`src/rtl/mul_share_sched.sv`:
```
// Round-robin scheduler that shares one pipelined 18x17 multiplier
// between N_REQ requesters, returning products on one tagged channel.
module mul_share_sched #(
  parameter int N_REQ   = 4,
  parameter int ID_W    = 2,
  parameter int MUL_LAT = 3
) (
  input  logic                 clk,
  input  logic                 reset,
  input  logic [N_REQ-1:0]     req_valid,
  output logic [N_REQ-1:0]     req_ready,
  input  logic [N_REQ*18-1:0]  req_a,
  input  logic [N_REQ*17-1:0]  req_b,
  output logic                 mul_ce,
  output logic [17:0]          mul_a,
  output logic [16:0]          mul_b,
  input  logic [27:0]          mul_p,
  output logic                 rsp_valid,
  input  logic                 rsp_ready,
  output logic [ID_W-1:0]      rsp_id,
  output logic [27:0]          rsp_p,
  output logic                 busy
);

  logic              stall;
  logic              found;
  logic              xfer;
  logic [ID_W-1:0]   gnt;
  logic [ID_W-1:0]   rr_ptr;
  logic [ID_W-1:0]   ptr_nxt;
  logic [17:0]       a_hold;
  logic [16:0]       b_hold;
  logic [MUL_LAT-1:0] vld;
  logic [ID_W-1:0]   ids [MUL_LAT];
  int                idx;

  assign rsp_valid = vld[MUL_LAT-1];
  assign rsp_id    = ids[MUL_LAT-1];
  assign rsp_p     = mul_p;
  assign busy      = |vld;

  // Output backpressure freezes the whole multiplier pipe.
  assign stall  = rsp_valid & ~rsp_ready;
  assign mul_ce = ~stall & reset;

  always_comb begin
    found = 1'b0;
    gnt   = '0;
    idx   = 0;
    for (int k = 0; k < N_REQ; k++) begin
      idx = int'(rr_ptr) + k;
      if (idx >= N_REQ) idx = idx - N_REQ;
      if (!found && req_valid[ID_W'(idx)]) begin
        found = 1'b1;
        gnt   = ID_W'(idx);
      end
    end
  end

  assign xfer      = found & mul_ce;
  assign req_ready = xfer ? (N_REQ'(1) << gnt) : '0;

  assign ptr_nxt = (gnt == ID_W'(N_REQ - 1))
                 ? '0 : gnt + 1'b1;

  // Operands are presented in the grant cycle, then held.
  assign mul_a = xfer ? req_a[18*int'(gnt) +: 18] : a_hold;
  assign mul_b = xfer ? req_b[17*int'(gnt) +: 17] : b_hold;

  always_ff @(posedge clk) begin
    if (!reset) begin
      rr_ptr <= '0;
      a_hold <= '0;
      b_hold <= '0;
    end else if (xfer) begin
      rr_ptr <= ptr_nxt;
      a_hold <= mul_a;
      b_hold <= mul_b;
    end
  end

  always_ff @(posedge clk) begin
    if (!reset) begin
      vld <= '0;
      for (int i = 0; i < MUL_LAT; i++) ids[i] <= '0;
    end else if (mul_ce) begin
      vld[0] <= xfer;
      ids[0] <= gnt;
      for (int i = 1; i < MUL_LAT; i++) begin
        vld[i] <= vld[i-1];
        ids[i] <= ids[i-1];
      end
    end
  end

endmodule

```
`config.mk`:
```
export PLATFORM = sky130hd
export DESIGN_NAME = mul_share_sched
export DESIGN_NICKNAME = d
export VERILOG_FILES = /design/src/rtl/mul_share_sched.sv
export SDC_FILE = /design/constraint.sdc
export NUM_CORES = 1
export LEC_CHECK = 0
export ABC_AREA = 1
export BUFFER_PORTS_ARGS = -buffer_cell sky130_fd_sc_hd__buf_4
export CORE_UTILIZATION = 39
export DETAILED_ROUTE_END_ITERATION = 7
export PLACE_DENSITY_LB_ADDON = 0.3
export SKIP_LAST_GASP = 1
export SYNTH_ARGS = -nofsm -noshare
export SYNTH_HDL_FRONTEND = slang
export SYNTH_SLANG_ARGS = --single-unit
```
`constraint.sdc`:
```
create_clock -name clk -period 4.42 [get_ports clk]
set_clock_uncertainty 0.05 [all_clocks]
set_input_delay 0.442 -clock clk [delete_from_list [all_inputs] [get_ports clk]]
set_output_delay 0.442 -clock clk [all_outputs]
set_load 0.02 [all_outputs]
```
==> flow_summary.json, run 1 <==
{
  "p_seq_share_pct": 15.1,
  "cts-buffers-inserted": 5,
  "routed_via_density": 4.77,
  "die_x_um": 102,
  "synth_cell_types": 29,
  "synth_seq_area_share_pct": 25.0,
  "clk_latency_ns": 0.29,
  "synth_enable_flop_cells": 6,
  "yosysTopAreaCellShare_pct": 20.4,
  "grt_pass1_vias": 4189,
  "antenna_found_initial": 0,
  "synth_top_area_cell": "dfxtp_1",
  "ios": 247,
  "grt_use_total_pct": 21.6,
  "first_pass_iters": 4,
  "min_to": "rr_ptr[1]",
  "ys_top_cells_by_count": "191 x nand2_1, 112 x nand3_1, 100 x inv_1",
  "synth_fp_nets": 843,
  "post-route-drc-count": 0,
  "fin_setup_tns_ns": 0,
  "ys.flop_type": "dfxtp_1",
  "wire_per_inst_um": 12.5,
  "netlist_area_um2": 3920,
  "p_leak_nw": 3.09,
  "grt_pass1_wl_um": 17900,
  "synth-seq-cells": 46,
  "drv_slew": 0,
  "start_kind": "register",
  "final_nets": 978,
  "grt_max_degree": 50,
  "yosysWarnings": 0,
  "initial_core_util_pct": 40.1,
  "crit_type": "reg -> out",
  "p_clk_share_pct": 7.3,
  "rsz0062_at_grt": "no",
  "worstPathRequired_ns": 3.93,
  "drtIter0Drc": 111,
  "drtAntennaViolNets": 0,
  "cts_resized": 0,
  "min_path_type": "in -> reg",
  "p_int_mw": 1.92,
  "holdCritStartpoint": "reset",
  "hold_violations": 0,
  "tightest_slew_ns": 0.932,
  "finalSetupViolCount": 0,
  "path_clk_slew_ns": 0.09,
  "whs_ns": 0.368,
  "synth_area_per_cell_um2": 5.87,
  "cts-root-buf": "clkbuf_8",
  "fp.dieH_um": 102,
  "htreeDepth": 2,
  "layout-drive-gt1-share_pct": 30.8,
  "die-area_um2": 10400,
  "worst_r2r_path_depth": 14,
  "r2r-start": "rr_ptr[0]",
  "cts_max_path_buffers": 2,
  "r2r-end": "a_hold[14]",
  "fin_crit_ns": 3.77,
  "hold_buffers": 0,
  "syn2layout_area_growth_pct": 33.0,
  "pwr-share-comb_pct": 77.5,
  "hold_depth": 3,
  "grt-ovfl-total": 0,
  "timing.final.crit_share_pct": 85.4,
  "hpwl_um": 8550,
  "clock_sinks": 46,
  "vdd_ir_drop_max_v": 0.000528,
  "cts_tree": "done",
  "worstPathArrival_ns": 3.28,
  "rows": 36,
  "maxSlewHeadroom_pct": 37.8,
  "drt_wl_total_um": 11700,
  "synth_most_common_cell": "nand2_1",
  "num_vias": 4461,
  "synth_top_cells_by_area": "dfxtp_1 20%, nand2_1 18%, nand3_1 14%",
  "gp_congestion": 0.820,
  "r2r_setup_slack_ns": 1.44,
  "core_area_um2": 9770,
  "p_sw_share_pct": 54.8,
  "async_flop_share_pct": 0,
  "netSwitchingPower_mw": 2.33,
  "io_buffers": 190,
  "status": "finished, final reports clean",
  "crit_path_end_kind": "output pin",
  "post_cts_buffers": 0,
  "antenna_cells": 0,
  "cap_viol_max_count": 0,
  "fmax_mhz": 265,
  "power_density_nw_per_um2": 816,
  "crit_path_max_fanout": 21,
  "netlist_instances": 667
}
==> layout make-up <==
type	count	area, um^2
tap	133	166
clock inverter	3	40.0
multi-input combinational	440	2050
inverter	112	420
clock buffer	5	68.8
timing repair buffer	197	1480
fill	997	4570
sequential	46	981
==> logic make-up (layout without fill, tap and decap cells) <==
group,after synthesis,in the layout,share of synthesized area [%]
compound gates,30,30,6.17
flops,46,46,25.0
simple gates,409,409,45.9
buf+inv,181,317,22.6
fa+ha+maj,1,1,0.319
==> power groups by stage <==
stage | combinational, mW | sequential (mW) | clock (mW)
6_report | 3.30 | 0.643 | 0.312
5_1_grt | 3.66 | 0.661 | 0.341
4_1_cts | 3.32 | 0.643 | 0.324
3_5_place_dp | 3.30 | 0.653 | 0
3_3_place_gp | 3.26 | 0.644 | 0
2_1_floorplan | 2.54 | 0.630 | 0
==> state kept, by name (all words and copies together), names as in the netlist <==
register	flops
ids	6
b_hold	17
rr_ptr	2
vld	3
a_hold	18
==> how the worst max path moves through the flow <==
stage              endpoint  cells after the start  slack, ns         start
3_3_place_gp       mul_b[8]                     15       1.11     rr_ptr[0]
3_5_place_dp      mul_a[14]                     15       1.04     rr_ptr[0]
4_1_cts           mul_a[14]                     15       0.68     rr_ptr[0]
2_1_floorplan  req_ready[3]                     14       2.03  req_valid[1]
6_report          mul_a[14]                     15       0.65     rr_ptr[0]
5_1_grt           mul_a[14]                     15       0.32     rr_ptr[0]
==> critical path: stages (launching register included) <==
cell and delay (ns):
dfxtp_1 0.57, inv_2 0.16, nand2_1 0.09, nand2_1 0.07, nand2_1 0.10, nand2_1 0.09, nor2_4 0.10, nand3_1 0.09
nand2_2 0.30, nand2_2 0.12, nor2_2 0.73, nand2_1 0.13, nand2_1 0.11, o21bai_1 0.12, inv_1 0.07, buf_4 0.13
==> through the flow <==
| step | util [%] | area [um^2] | setup WS (ns) | power [mW] | cells |
|---|---|---|---|---|---|
| 5_1_grt | 53.3 | 5210 | 0.318 | 4.67 | 936 |
| 3_3_place_gp | 52.2 | 5100 | 1.11 | 3.90 | 928 |
| 3_5_place_dp | 52.2 | 5100 | 1.04 | 3.96 | 928 |
| 2_1_floorplan | - | 3920 | 2.03 | 3.17 | 667 |
| 4_1_cts | 53.3 | 5210 | 0.680 | 4.29 | 936 |
| 6_report | 53.3 | 5210 | 0.647 | 4.25 | 936 |
==> placed cells by master, fill, tap and decap left out, types with 3 or more instances in the layout <==
cell type	synthesis	final
o21bai_2	9	9
nand3b_1	15	15
nand3_1	112	112
clkbuf_8	0	5
or2_2	14	14
dfxtp_1	40	40
inv_2	12	12
buf_4	34	197
nand2_2	3	4
inv_1	100	100
edfxtp_1	6	6
a21oi_1	3	3
o21bai_1	12	12
o21ai_0	3	3
nor2_1	68	68
nand2_1	191	190
==> routing by layer <==
metal | vias to the layer above | wire length [um] | GRT usage, % | share of wire [%]
li1 | 2267 | - | - | -
met1 | 1986 | 4760 | 23.3 | 41
met2 | 184 | 5900 | 41.7 | 51
met3 | 24 | 839 | 4.79 | 7.2
met4 | 0 | 165 | 6.26 | 1.4
met5 | - | 0 | 0 | 0
No activity file was read; power rests on OpenSTA's default activity.
==> run 2, diff against run 1 <==
--- a/config.mk
+++ b/config.mk
@@ -7,7 +7,7 @@
 export LEC_CHECK = 0
 export ABC_AREA = 1
 export BUFFER_PORTS_ARGS = -buffer_cell sky130_fd_sc_hd__buf_4
-export CORE_UTILIZATION = 39
+export CORE_UTILIZATION = 45
 export DETAILED_ROUTE_END_ITERATION = 7
 export PLACE_DENSITY_LB_ADDON = 0.3
 export SKIP_LAST_GASP = 1
==> constraint.sdc (replaced) <==
create_clock -name clk -period 4.42 [get_ports clk]
set_clock_uncertainty 0.05 [all_clocks]
set_input_delay 0.442 -clock clk [delete_from_list [all_inputs] [get_ports clk]]
set_output_delay 0.442 -clock clk [all_outputs]
set_load 0.1 [all_outputs]
==> run 2 against run 1 <==
Against the previous run: first-iteration DRC count up 7.2%; final area down 0.22%; worst hold slack worse by 0.0011 ns; maximum frequency up 3.0%; critical path depth up 1; routed wire length down 5.2%; core utilization up 9.3 points; critical path type unchanged; highest routed layer unchanged.
==> flow_summary.json, run 2 (synthesis gave the netlist of run 1 again) <==
{
  "initial_core_util_pct": 47.2,
  "gp_congestion": 0.867,
  "htreeDepth": 2,
  "gr-max-usage-layer": "met2",
  "hold_buffers": 0,
  "path_cells": "inv_2, nand2_1, nand3_1, nand2_2, nor2_1, nor2_1, nand2_2, nand2_2, buf_12, nand2_1, nand2_1, nand2_1, nand3_1, nand2_1, inv_1, buf_4",
  "die_x_um": 95.3,
  "cap_viol_max_count": 0,
  "rsz0062_at_grt": "no",
  "cts-root-buf": "clkbuf_8",
  "drtIter0Drc": 119,
  "fp.dieH_um": 95.3,
  "antenna_cells": 0,
  "rows": 33,
  "tightest_slew_ns": 0.739,
  "largestRegisters": "a_hold x18, b_hold x17, ids x6",
  "drv_slew": 0,
  "r2r-end": "rr_ptr[1]",
  "cts-buffers-inserted": 5,
  "crit_end": "mul_a[2]",
  "cpPeakStageDelay_ns": 0.56,
  "grt_use_met1_pct": 26.6,
  "min_path_type": "in -> reg",
  "path_buf_inv": 4,
  "grtUsageMet2_pct": 45.2,
  "post_cts_buffers": 0,
  "timing.final.crit_share_pct": 82.8,
  "r2r_setup_slack_ns": 1.56,
  "clk_latency_ns": 0.29,
  "final_cell_mix": "196 x buf_4, 190 x nand2_1, 112 x nand3_1",
  "clock_sinks": 46,
  "finalSetupViolCount": 0,
  "crit_path_end_kind": "output pin",
  "worstPathArrival_ns": 3.17,
  "antenna_found_initial": 0,
  "worstPathRequired_ns": 3.93,
  "crit_type": "reg -> out",
  "maxSlewHeadroom_pct": 50.5,
  "cts_max_path_buffers": 2,
  "final_common_cell": "buf_4",
  "final_nets": 978,
  "grt_max_degree": 50,
  "design_area_um2": 5200,
  "layout-drive-gt1-share_pct": 30.9,
  "largest_reg_flops": 18,
  "met3_usage_pct": 5.18,
  "ios": 247,
  "first_pass_iters": 4,
  "cp-startpoint": "rr_ptr[0]",
  "crit_path_max_fanout": 38,
  "path_clk_slew_ns": 0.09,
  "die-area_um2": 9080,
  "routed_via_density": 4.89,
  "hold_violations": 0,
  "grt-ovfl-total": 0,
  "cts_resized": 0,
  "grt_pass1_vias": 4084,
  "fin_crit_ns": 3.66,
  "placed_cell_area_um2": 5090,
  "grt_use_total_pct": 24.0,
  "drtAntennaViolNets": 0,
  "fmax_mhz": 273,
  "drt_wl_total_um": 11100,
  "slowest_stage": "dfxtp_1",
  "crit_cells": 16,
  "hpwl_um": 8310,
  "io_buffers": 190,
  "crit_top_cell": "nand2_1",
  "core_area_um2": 8300,
  "cts_tree": "done",
  "cp_top_family": "simple AND/OR/NAND/NOR gates",
  "top_register": "a_hold",
  "syn2layout_area_growth_pct": 32.7,
  "start_kind": "register",
  "fin_setup_tns_ns": 0,
  "status": "finished, final reports clean",
  "post-route-drc-count": 0,
  "num_vias": 4441,
  "wire_per_inst_um": 12.2,
  "r2r-start": "rr_ptr[0]",
  "grt_pass1_wl_um": 17300,
  "worst_r2r_path_depth": 13
}
-- run 2: per-layer routing --
layer / part of all wire, % / vias to the layer above
met5: 0 / -
met2: 52 / 143
met3: 7.0 / 21
met4: 1.6 / 0
li1: - / 2269
met1: 40 / 2008
-- run 2: worst register-to-register path: stages (launching register included) --
cell	delay, ns
dfxtp_1	0.56
inv_2	0.14
nand2_1	0.13
nand3_1	0.11
nand2_2	0.12
nor2_1	0.06
nor2_1	0.11
nand2_2	0.08
nand2_2	0.54
buf_12	0.30
inv_1	0.09
ha_1	0.27
o21ai_0	0.15
a21oi_1	0.05
-- run 2: final cells by class --
cell class / instances / area (um^2)
Tap cell: 105 / 131
Inverter: 112 / 420
Multi-Input combinational cell: 440 / 2060
Sequential cell: 46 / 981
Clock buffer: 8 / 111
Timing Repair Buffer: 197 / 1490
Fill cell: 777 / 3100
-- run 2: how the worst min path moves through the flow --
stage | from | endpoint | slack, ns | cells past startpoint
3_5_place_dp | vld[1] | vld[1] | 0.44 | 2
4_1_cts | reset | rr_ptr[1] | 0.36 | 3
5_1_grt | reset | rr_ptr[1] | 0.37 | 3
6_report | reset | rr_ptr[1] | 0.37 | 3
2_1_floorplan | vld[0] | vld[1] | 0.41 | 2
3_3_place_gp | vld[1] | vld[2] | 0.42 | 2
-- run 2: stage by stage --
stage               util [%]  std cells  setup slack, ns  hold WS (ns)
CTS                     62.6        908            0.771         0.360
detailed placement      61.3        900             1.10         0.437
global placement        61.3        900             1.13         0.424
finish                  62.6        908            0.758         0.366
global route            62.6        908            0.410         0.366
floorplan                  -        667            0.169         0.415
Power of run 2 is not shown: default switching activity piles up to over one toggle a cycle in this logic, so the estimate is an artifact.
